===== src/rtl/pipe_stage_chain.sv =====
// pipe_stage_chain: DEPTH-deep valid/ready pipeline register chain with bubble collapsing,
// synchronous flush and occupancy count. Define PIPE_PARITY_EN to add per-stage parity and par_err.

module pipe_stage_chain #(
    parameter int DATA_W = 32,
    parameter int CTRL_W = 16,
    parameter int DEPTH  = 2
) (
    input  logic                         Clk,
    input  logic                         Reset,
    input  logic                         in_valid,
    output logic                         in_ready,
    input  logic [DATA_W-1:0]            in_data,
    input  logic [CTRL_W-1:0]            in_ctrl,
    input  logic                         flush,
    output logic                         out_valid,
    input  logic                         out_ready,
    output logic [DATA_W-1:0]            out_data,
    output logic [CTRL_W-1:0]            out_ctrl,
    output logic [$clog2(DEPTH+1)-1:0]   occupancy
`ifdef PIPE_PARITY_EN
    ,
    output logic                         par_err
`endif
);

    localparam int OCC_W = $clog2(DEPTH+1);

    logic [DEPTH-1:0]  v;
    logic [DEPTH-1:0]  r;
    logic [DATA_W-1:0] d [DEPTH];
    logic [CTRL_W-1:0] c [DEPTH];
`ifdef PIPE_PARITY_EN
    logic [DEPTH-1:0]  p;
`endif

    for (genvar k = 0; k < DEPTH; k++) begin : g_stage
        logic              up_v;
        logic [DATA_W-1:0] up_d;
        logic [CTRL_W-1:0] up_c;
        logic              v_q;
        logic [DATA_W-1:0] d_q;
        logic [CTRL_W-1:0] c_q;

        // Closed form of r[k] = !v[k] | r[k+1]: stage k can advance if any stage from k
        // to the output is empty or the output is being drained.
        assign r[k] = out_ready | ~(&v[DEPTH-1:k]);

        if (k == 0) begin : g_src
            assign up_v = in_valid;
            assign up_d = in_data;
            assign up_c = in_ctrl;
        end else begin : g_src
            assign up_v = v[k-1];
            assign up_d = d[k-1];
            assign up_c = c[k-1];
        end

        // NOTE: the payload register is reset as well so out_data reads 0 straight out of reset;
        // it is not reset-free storage here.
        always_ff @(posedge Clk or negedge Reset) begin
            if (!Reset) begin
                v_q <= 1'b0;
                d_q <= '0;
                c_q <= '0;
            end else if (flush) begin
                v_q <= 1'b0;
                c_q <= '0;
            end else if (r[k]) begin
                v_q <= up_v;
                c_q <= up_v ? up_c : '0;
                if (up_v) begin
                    d_q <= up_d;
                end
            end
        end

        assign v[k] = v_q;
        assign d[k] = d_q;
        assign c[k] = c_q;

`ifdef PIPE_PARITY_EN
        logic up_p;
        logic p_q;

        if (k == 0) begin : g_par_src
            assign up_p = ^{in_data, in_ctrl};
        end else begin : g_par_src
            assign up_p = p[k-1];
        end

        always_ff @(posedge Clk or negedge Reset) begin
            if (!Reset) begin
                p_q <= 1'b0;
            end else if (flush) begin
                p_q <= 1'b0;
            end else if (r[k]) begin
                p_q <= up_v ? up_p : 1'b0;
            end
        end

        assign p[k] = p_q;
`endif
    end

    assign in_ready  = r[0] & ~flush;
    assign out_valid = v[DEPTH-1];
    assign out_data  = d[DEPTH-1];
    assign out_ctrl  = c[DEPTH-1];
    assign occupancy = OCC_W'($countones(v));

`ifdef PIPE_PARITY_EN
    assign par_err = out_valid & (^{out_data, out_ctrl, p[DEPTH-1]});
`endif

endmodule


===== config.mk =====
export PLATFORM = sky130hd
export DESIGN_NAME = pipe_stage_chain
export DESIGN_NICKNAME = d
export VERILOG_FILES = /design/src/rtl/pipe_stage_chain.sv
export SDC_FILE = /design/constraint.sdc
export NUM_CORES = 1
export LEC_CHECK = 0
export BUFFER_PORTS_ARGS = -buffer_cell sky130_fd_sc_hd__buf_2
export CAP_MARGIN = 20
export CORE_MARGIN = 5
export CORE_UTILIZATION = 50
export DETAILED_ROUTE_END_ITERATION = 8
export GPL_ROUTABILITY_DRIVEN = 0
export HOLD_SLACK_MARGIN = 0.1
export PLACE_DENSITY = 0.87
export SLEW_MARGIN = 25
export SYNTH_ARGS = -nofsm -noshare
export SYNTH_HDL_FRONTEND = slang
export SYNTH_SLANG_ARGS = --single-unit

===== constraint.sdc =====
create_clock -name Clk -period 5.3 [get_ports Clk]
set_input_delay 1.06 -clock Clk [delete_from_list [all_inputs] [get_ports Clk]]
set_output_delay 1.06 -clock Clk [all_outputs]
set_load 0.01 [all_outputs]

==> reports/qor.csv, run 1 <==
metric,value,unit
status,"finished, final reports clean",
sw frac,24.4,%
top_reg_cell synth,dfrtp_1,
clk root buf,clkbuf_8,
first-pass GRT wire length,13300,um
Congestion Overflow GR,0,
latest clock arrival within the worst-skew pair,0.34,ns
synthesized area per cell,13.2,sq um
Clock Power Share,32.0,%
Layout Skew,0.00890,ns
Final HPWL DP,5320,um
Setup crit end kind,primary output,
Int Pwr,1.36,mW
largest net degree at the start of global routing,54,
Crit-path slowest cell,buf_2,
largest stage delay on the critical path,0.54,ns
antenna diode count,0,
clock-pin slew on the worst setup and hold paths,0.09,ns
Hold WS,0.486,ns
TritonCTS clock tree,built,
share of cells above drive strength 1,46.2,%
Max-Slew Margin vs Limit,53.7,%
Reg power frac,51.4,%
io pins,105,
Setup WS pre-CTS,2.38,ns
"EDFF count, synth",0,
"count leader, synth",dfrtp_1,
Syn Nets,347,
DRT antenna net count,0,
period utilization,55.3,%
critical-path maximum fanout,37,
"Data required, critical path",4.24,ns
Post-Syn Area,3860,sq um
worst hold path type,reg -> reg,
RSZ-0062 raised after global routing,false,
max-cap check violation count,0,
"top cells by count, synth","98 x dfrtp_1, 57 x mux2_2, 34 x nand2_1, 33 x a21oi_1, 32 x nand3_1",
placed inst area,4400,sq um
Max VDD drop,0.000155,V
vias in the first global route,2660,
Crit Path Category,in -> out,
ranking of synthesized cells by area,"dfrtp_1 64%, mux2_2 17%, a21oi_1 4.3%, nand3_1 4.1%, nand2_1 3.3%",
Yosys warning count,0,
Layout Nets,445,
Initial Utilization,50.8,%
Final setup viols,0,
asr flop ratio synth,100,%
core area,7610,sq um
CTS buffer count,9,
CP Launch Type,input pin,
setup TNS,0,ns
leak pwr,2.18,nW
fillers,621,
Synth top area share,63.5,%
DIE WIDTH,97.9,um
Max Slew Vio Count,0,
drt pass-1 iters,4,
CTS Buffer Depth,2,
Final Hold Vio Count,0,
crit-path cells,buf_2 -> nor2_1 -> buf_2,
post-route cell area,4650,sq um
antenna violations before repair,0,
die height,97.9,um
area of the die,9580,sq um
crit path DAT,1.87,ns
# rows,32,
via/cell ratio,5.17,
Mapped Cells,293,
Synth cell types,15,
setup ws final,2.37,ns
fmax,0.341,GHz
Setup Buffers After CTS,0,
H-Tree Depth,3,
"area leader, netlist",dfrtp_1,
Comb power frac,16.6,%
wire per inst,15.7,um
Resized cells post-CTS,0,
Yosys reg bits,98,
hold_buf cts,0,
DRC Markers,0,
Worst path most repeated cell,buf_2,
post-layout min period,2.93,ns
Port-buffer cells,104,
GRT Resource Usage Total,17.0,%
Worst Tran Pin Value,0.694,ns
PwrDens,387,nW/um^2
Psw,0.439,mW
sequential area share after synthesis,63.5,%
synth-to-layout area growth,20.5,%
final WL,7840,um
# clock sinks,98,
vias,2573,
1st-iter DRT viols,85,
-- cells by family after synthesis --
family                   after synthesis  synth area share (%)
flip-flops                            98                  63.5
AND/OR/NAND/NOR                       75                  9.36
buffers and inverters                 22                  3.86
multiplexers                          64                  18.7
AO/OA/AOI/OAI                         33                  4.28
adder cells (fa/ha/maj)                1                 0.324
-- per-layer routing --
layer / vias to the layer above / wire length (um) / global-route usage [%]
li1: 1202 / - / -
met1: 1264 / 3570 / 24.2
met2: 101 / 3600 / 25.2
met3: 6 / 612 / 5.93
met4: 0 / 54 / 3.83
met5: - / 0 / 0
-- worst paths after layout --
kind	startpoint	endpoint	slack, ns	cells after the start
setup / recovery	flush	in_ready	2.37	3
hold / removal	g_stage[0].d_q[24]	g_stage[0].d_q[24]	0.49	1
setup reg to reg	g_stage[0].v_q	g_stage[0].d_q[13]	2.83	6
hold reg to reg	g_stage[0].d_q[24]	g_stage[0].d_q[24]	0.49	1
max in group asynchronous	Reset	g_stage[0].d_q[4]	3.52	2
min in group asynchronous	Reset	out_data[31]	0.70	1
-- worst max-delay path, delay by kind of cell --
family | cells | cell delay, ns
buffers and inverters | 2 | 0.70
and+or+nand+nor | 1 | 0.10
-- sequential cells by signal, indices dropped and copies added, names as in the netlist --
register and flops:
g_stage.c_q 16, g_stage.d_q 32, g_stage.v_q 1, out_ctrl 16, out_data 32, out_valid 1
-- metrics by stage --
| step | total power, mW | std cells | util [%] |
|---|---|---|---|
| 6_report | 1.80 | 498 | 61.2 |
| 5_1_grt | 1.90 | 498 | 61.2 |
| 4_1_cts | 1.82 | 498 | 61.2 |
| 3_5_place_dp | 1.25 | 482 | 57.8 |
| 3_3_place_gp | 1.23 | 482 | 57.8 |
| 2_1_floorplan | 1.10 | 293 | - |
-- cell type report --
cell class	instances	area (sq um)	share of cell area, %
multi-input combinational	173	1260	27.1
timing repair buffer	109	561	12.0
tap	102	128	2.74
clock buffer	12	155	3.33
clock inverter	4	97.6	2.10
sequential	98	2450	52.7
-- power by group through the flow --
stage	sequential (mW)	clock (mW)	combinational, mW
after floorplan	0.966	0	0.135
after global placement	0.931	0	0.295
after detailed placement	0.942	0	0.305
after CTS	0.928	0.590	0.306
after global routing	0.941	0.626	0.330
final	0.926	0.576	0.299
-- layout by cell type (no fill, tap or decap) --
master,n
buf_2,103
dfrtp_1,98
mux2_2,57
nand2_1,34
a21oi_1,33
nand3_1,32
clkbuf_8,11
mux2_1,7
buf_4,6
nor2_1,3
bufinv_16,3
nor2b_1,2
nor3b_4,2
nand2b_1,2
ha_1,1
clkinvlp_4,1
clkbuf_1,1
Note: power is estimated with default switching activity, not from simulation.
==> inputs of run 2 (changes only) <==
--- a/config.mk
+++ b/config.mk
@@ -5,14 +5,15 @@
 export SDC_FILE = /design/constraint.sdc
 export NUM_CORES = 1
 export LEC_CHECK = 0
+export ABC_AREA = 1
 export BUFFER_PORTS_ARGS = -buffer_cell sky130_fd_sc_hd__buf_2
 export CAP_MARGIN = 20
 export CORE_MARGIN = 5
-export CORE_UTILIZATION = 50
+export CORE_UTILIZATION = 47
 export DETAILED_ROUTE_END_ITERATION = 8
 export GPL_ROUTABILITY_DRIVEN = 0
 export HOLD_SLACK_MARGIN = 0.1
-export PLACE_DENSITY = 0.87
+export PLACE_DENSITY = 0.85
 export SLEW_MARGIN = 25
 export SYNTH_ARGS = -nofsm -noshare
 export SYNTH_HDL_FRONTEND = slang
==> constraint.sdc (replaced) <==
create_clock -name Clk -period 2.5 [get_ports Clk]
set_input_delay 0.5 -clock Clk [delete_from_list [all_inputs] [get_ports Clk]]
set_output_delay 0.5 -clock Clk [all_outputs]
set_load 0.01 [all_outputs]
==> run 2 against run 1 <==
Global-route usage up 1.9 points. Die area rose by 7.6%. Via count up 27%. Synthesized cell count up 48%. Routed wire length up 18%. Worst hold slack lost 0.34 ns. Critical path type is now reg -> out.
==> reports/qor.csv, run 2 <==
metric,value,unit
status,"finished, final reports clean",
"area leader, netlist",dfrtp_1,
Congestion Overflow GR,0,
hold_buf cts,0,
sequential area share after synthesis,62.3,%
clock-pin slew on the worst setup and hold paths,0.09,ns
Max VDD drop,0.000316,V
# rows,33,
Yosys reg bits,98,
flop2flop setup slack,0.54,ns
largest stage delay on the critical path,0.38,ns
"top cells by count, synth","181 x nand2_1, 98 x dfrtp_1, 96 x nand3_1, 16 x nand4_1, 15 x buf_2",
antenna diode count,0,
Layout Skew,0.00752,ns
share of cells above drive strength 1,25.4,%
fillers,738,
GRT Resource Usage Total,18.9,%
# clock sinks,98,
worst reg2reg path depth,6,
Port-buffer cells,104,
Register Area,2450,sq um
via/cell ratio,5.15,
final WL,9220,um
DRC Markers,0,
DIE WIDTH,102,um
PwrDens,750,nW/um^2
Final Hold Vio Count,0,
vias,3276,
asr flop ratio synth,100,%
DRT antenna net count,0,
worst hold path type,in -> async,
area of the die,10300,sq um
Synth cell types,15,
die height,102,um
post-layout min period,2.01,ns
Setup crit end kind,primary output,
area of the multi-input gates,1320,sq um
Crit Path Category,reg -> out,
Mapped Cells,433,
core area,8180,sq um
largest net degree at the start of global routing,52,
critical-path maximum fanout,19,
period utilization,80.5,%
synthesized area per cell,9.09,sq um
Reg-to-Reg End,g_stage[0].c_q[5],
Crit-path slowest cell,dfrtp_1,
"commonest non-fill, non-tap cells in the layout","180 x nand2_1, 103 x buf_2, 98 x dfrtp_1, 96 x nand3_1, 16 x nand4_1",
RSZ-0062 raised after global routing,false,
crit-path cells,buf_4 -> ha_1 -> a21oi_1 -> buf_2,
1st-iter DRT viols,135,
Reg2Reg Launch Point,out_valid,
Final setup viols,0,
drt pass-1 iters,4,
H-Tree Depth,3,
Syn Nets,487,
CP Launch Type,register,
vias in the first global route,3216,
Initial Utilization,48.2,%
ranking of synthesized cells by area,"dfrtp_1 62%, nand2_1 17%, nand3_1 12%, nand4_1 2.5%, buf_2 1.9%",
Max-Slew Margin vs Limit,57.1,%
crit path DAT,1.51,ns
clk root buf,clkbuf_8,
"commonest non-fill, non-tap cell in the layout",nand2_1,
TritonCTS clock tree,built,
CTS buffer count,9,
leak pwr,2.75,nW
fmax,0.497,GHz
latest clock arrival within the worst-skew pair,0.35,ns
max-cap check violation count,0,
Yosys warning count,0,
synth-to-layout area growth,21.0,%
Final HPWL DP,6520,um
setup TNS,0,ns
"Core Util, Final",58.3,%
Resized cells post-CTS,0,
Post-Syn Area,3940,sq um
"Data required, critical path",2.00,ns
Worst Tran Pin Value,0.643,ns
"count leader, synth",nand2_1,
io pins,105,
Synth top area share,62.3,%
antenna violations before repair,0,
Setup Buffers After CTS,0,
first-pass GRT wire length,15300,um
top_reg_cell synth,dfrtp_1,
wire per inst,14.5,um
"EDFF count, synth",0,
Max Slew Vio Count,0,
CTS Buffer Depth,2,
Layout Nets,582,
## run 2: cell count changes after synthesis, sizes merged, moves of 4 or more
| cell | delta |
|---|---|
| buf | +10 |
| a21oi | -31 |
| inv | +4 |
| nand2 | +148 |
| mux2 | -64 |
| nand4 | +16 |
| nand3 | +64 |
## run 2: layer usage
| metal | share of wire, % | track usage, % | vias to the layer above |
|---|---|---|---|
| met5 | 0 | 0 | - |
| li1 | - | - | 1592 |
| met2 | 48 | 30.7 | 105 |
| met4 | 1.1 | 5.52 | 0 |
| met1 | 44 | 25.2 | 1568 |
| met3 | 7.0 | 4.68 | 11 |
## run 2: worst max-delay path by stage
| stage | start | end | slack, ns | depth (start not counted) |
|---|---|---|---|---|
| after floorplan | out_ready | in_ready | 0.96 | 3 |
| after global placement | out_ready | out_data[1] | 0.65 | 8 |
| after detailed placement | out_valid | g_stage[0].d_q[6] | 0.58 | 7 |
| after CTS | out_valid | in_ready | 0.49 | 4 |
| after global routing | out_valid | g_stage[0].c_q[5] | 0.36 | 6 |
| final | out_valid | in_ready | 0.49 | 4 |
## run 2: worst max-delay path, delay by kind of cell, from the launching register on
kind | cells | cell delay, ns
flip-flops | 1 | 0.38
buffers and inverters | 2 | 0.35
adder cells (fa/ha/maj) | 1 | 0.26
AO/OA/AOI/OAI | 1 | 0.18
## run 2: cell type report
class / instances / area share (%)
sequential: 98 / 51.5
multi-input combinational: 300 / 27.7
timing repair buffer: 115 / 13.0
tap: 105 / 2.76
clock buffer: 9 / 2.60
clock inverter: 5 / 2.21
inverter: 4 / 0.315
## run 2: cell families after synthesis
group / Yosys count / synth area share [%]
buf+inv: 35 / 4.58
simple gates: 297 / 32.6
fa+ha+maj: 1 / 0.318
flops: 98 / 62.3
compound gates: 2 / 0.254
## run 2: report_power, final
part,switching (mW),internal (mW)
combinational,0.317,0.207
sequential,0.105,1.78
clock,0.511,0.653
## run 2: per-stage QoR
| stage | instances | worst slack (ns) | cell area, sq um | power, mW | hold slack [ns] |
|---|---|---|---|---|---|
| 6_report | 636 | 0.488 | 4770 | 3.57 | 0.143 |
| 5_1_grt | 636 | 0.359 | 4770 | 3.76 | 0.180 |
| 3_3_place_gp | 622 | 0.649 | 4540 | 2.42 | 0.451 |
| 2_1_floorplan | 433 | 0.962 | 3940 | 2.18 | 0.204 |
| 4_1_cts | 636 | 0.485 | 4770 | 3.61 | 0.154 |
| 3_5_place_dp | 622 | 0.583 | 4540 | 2.45 | 0.455 |
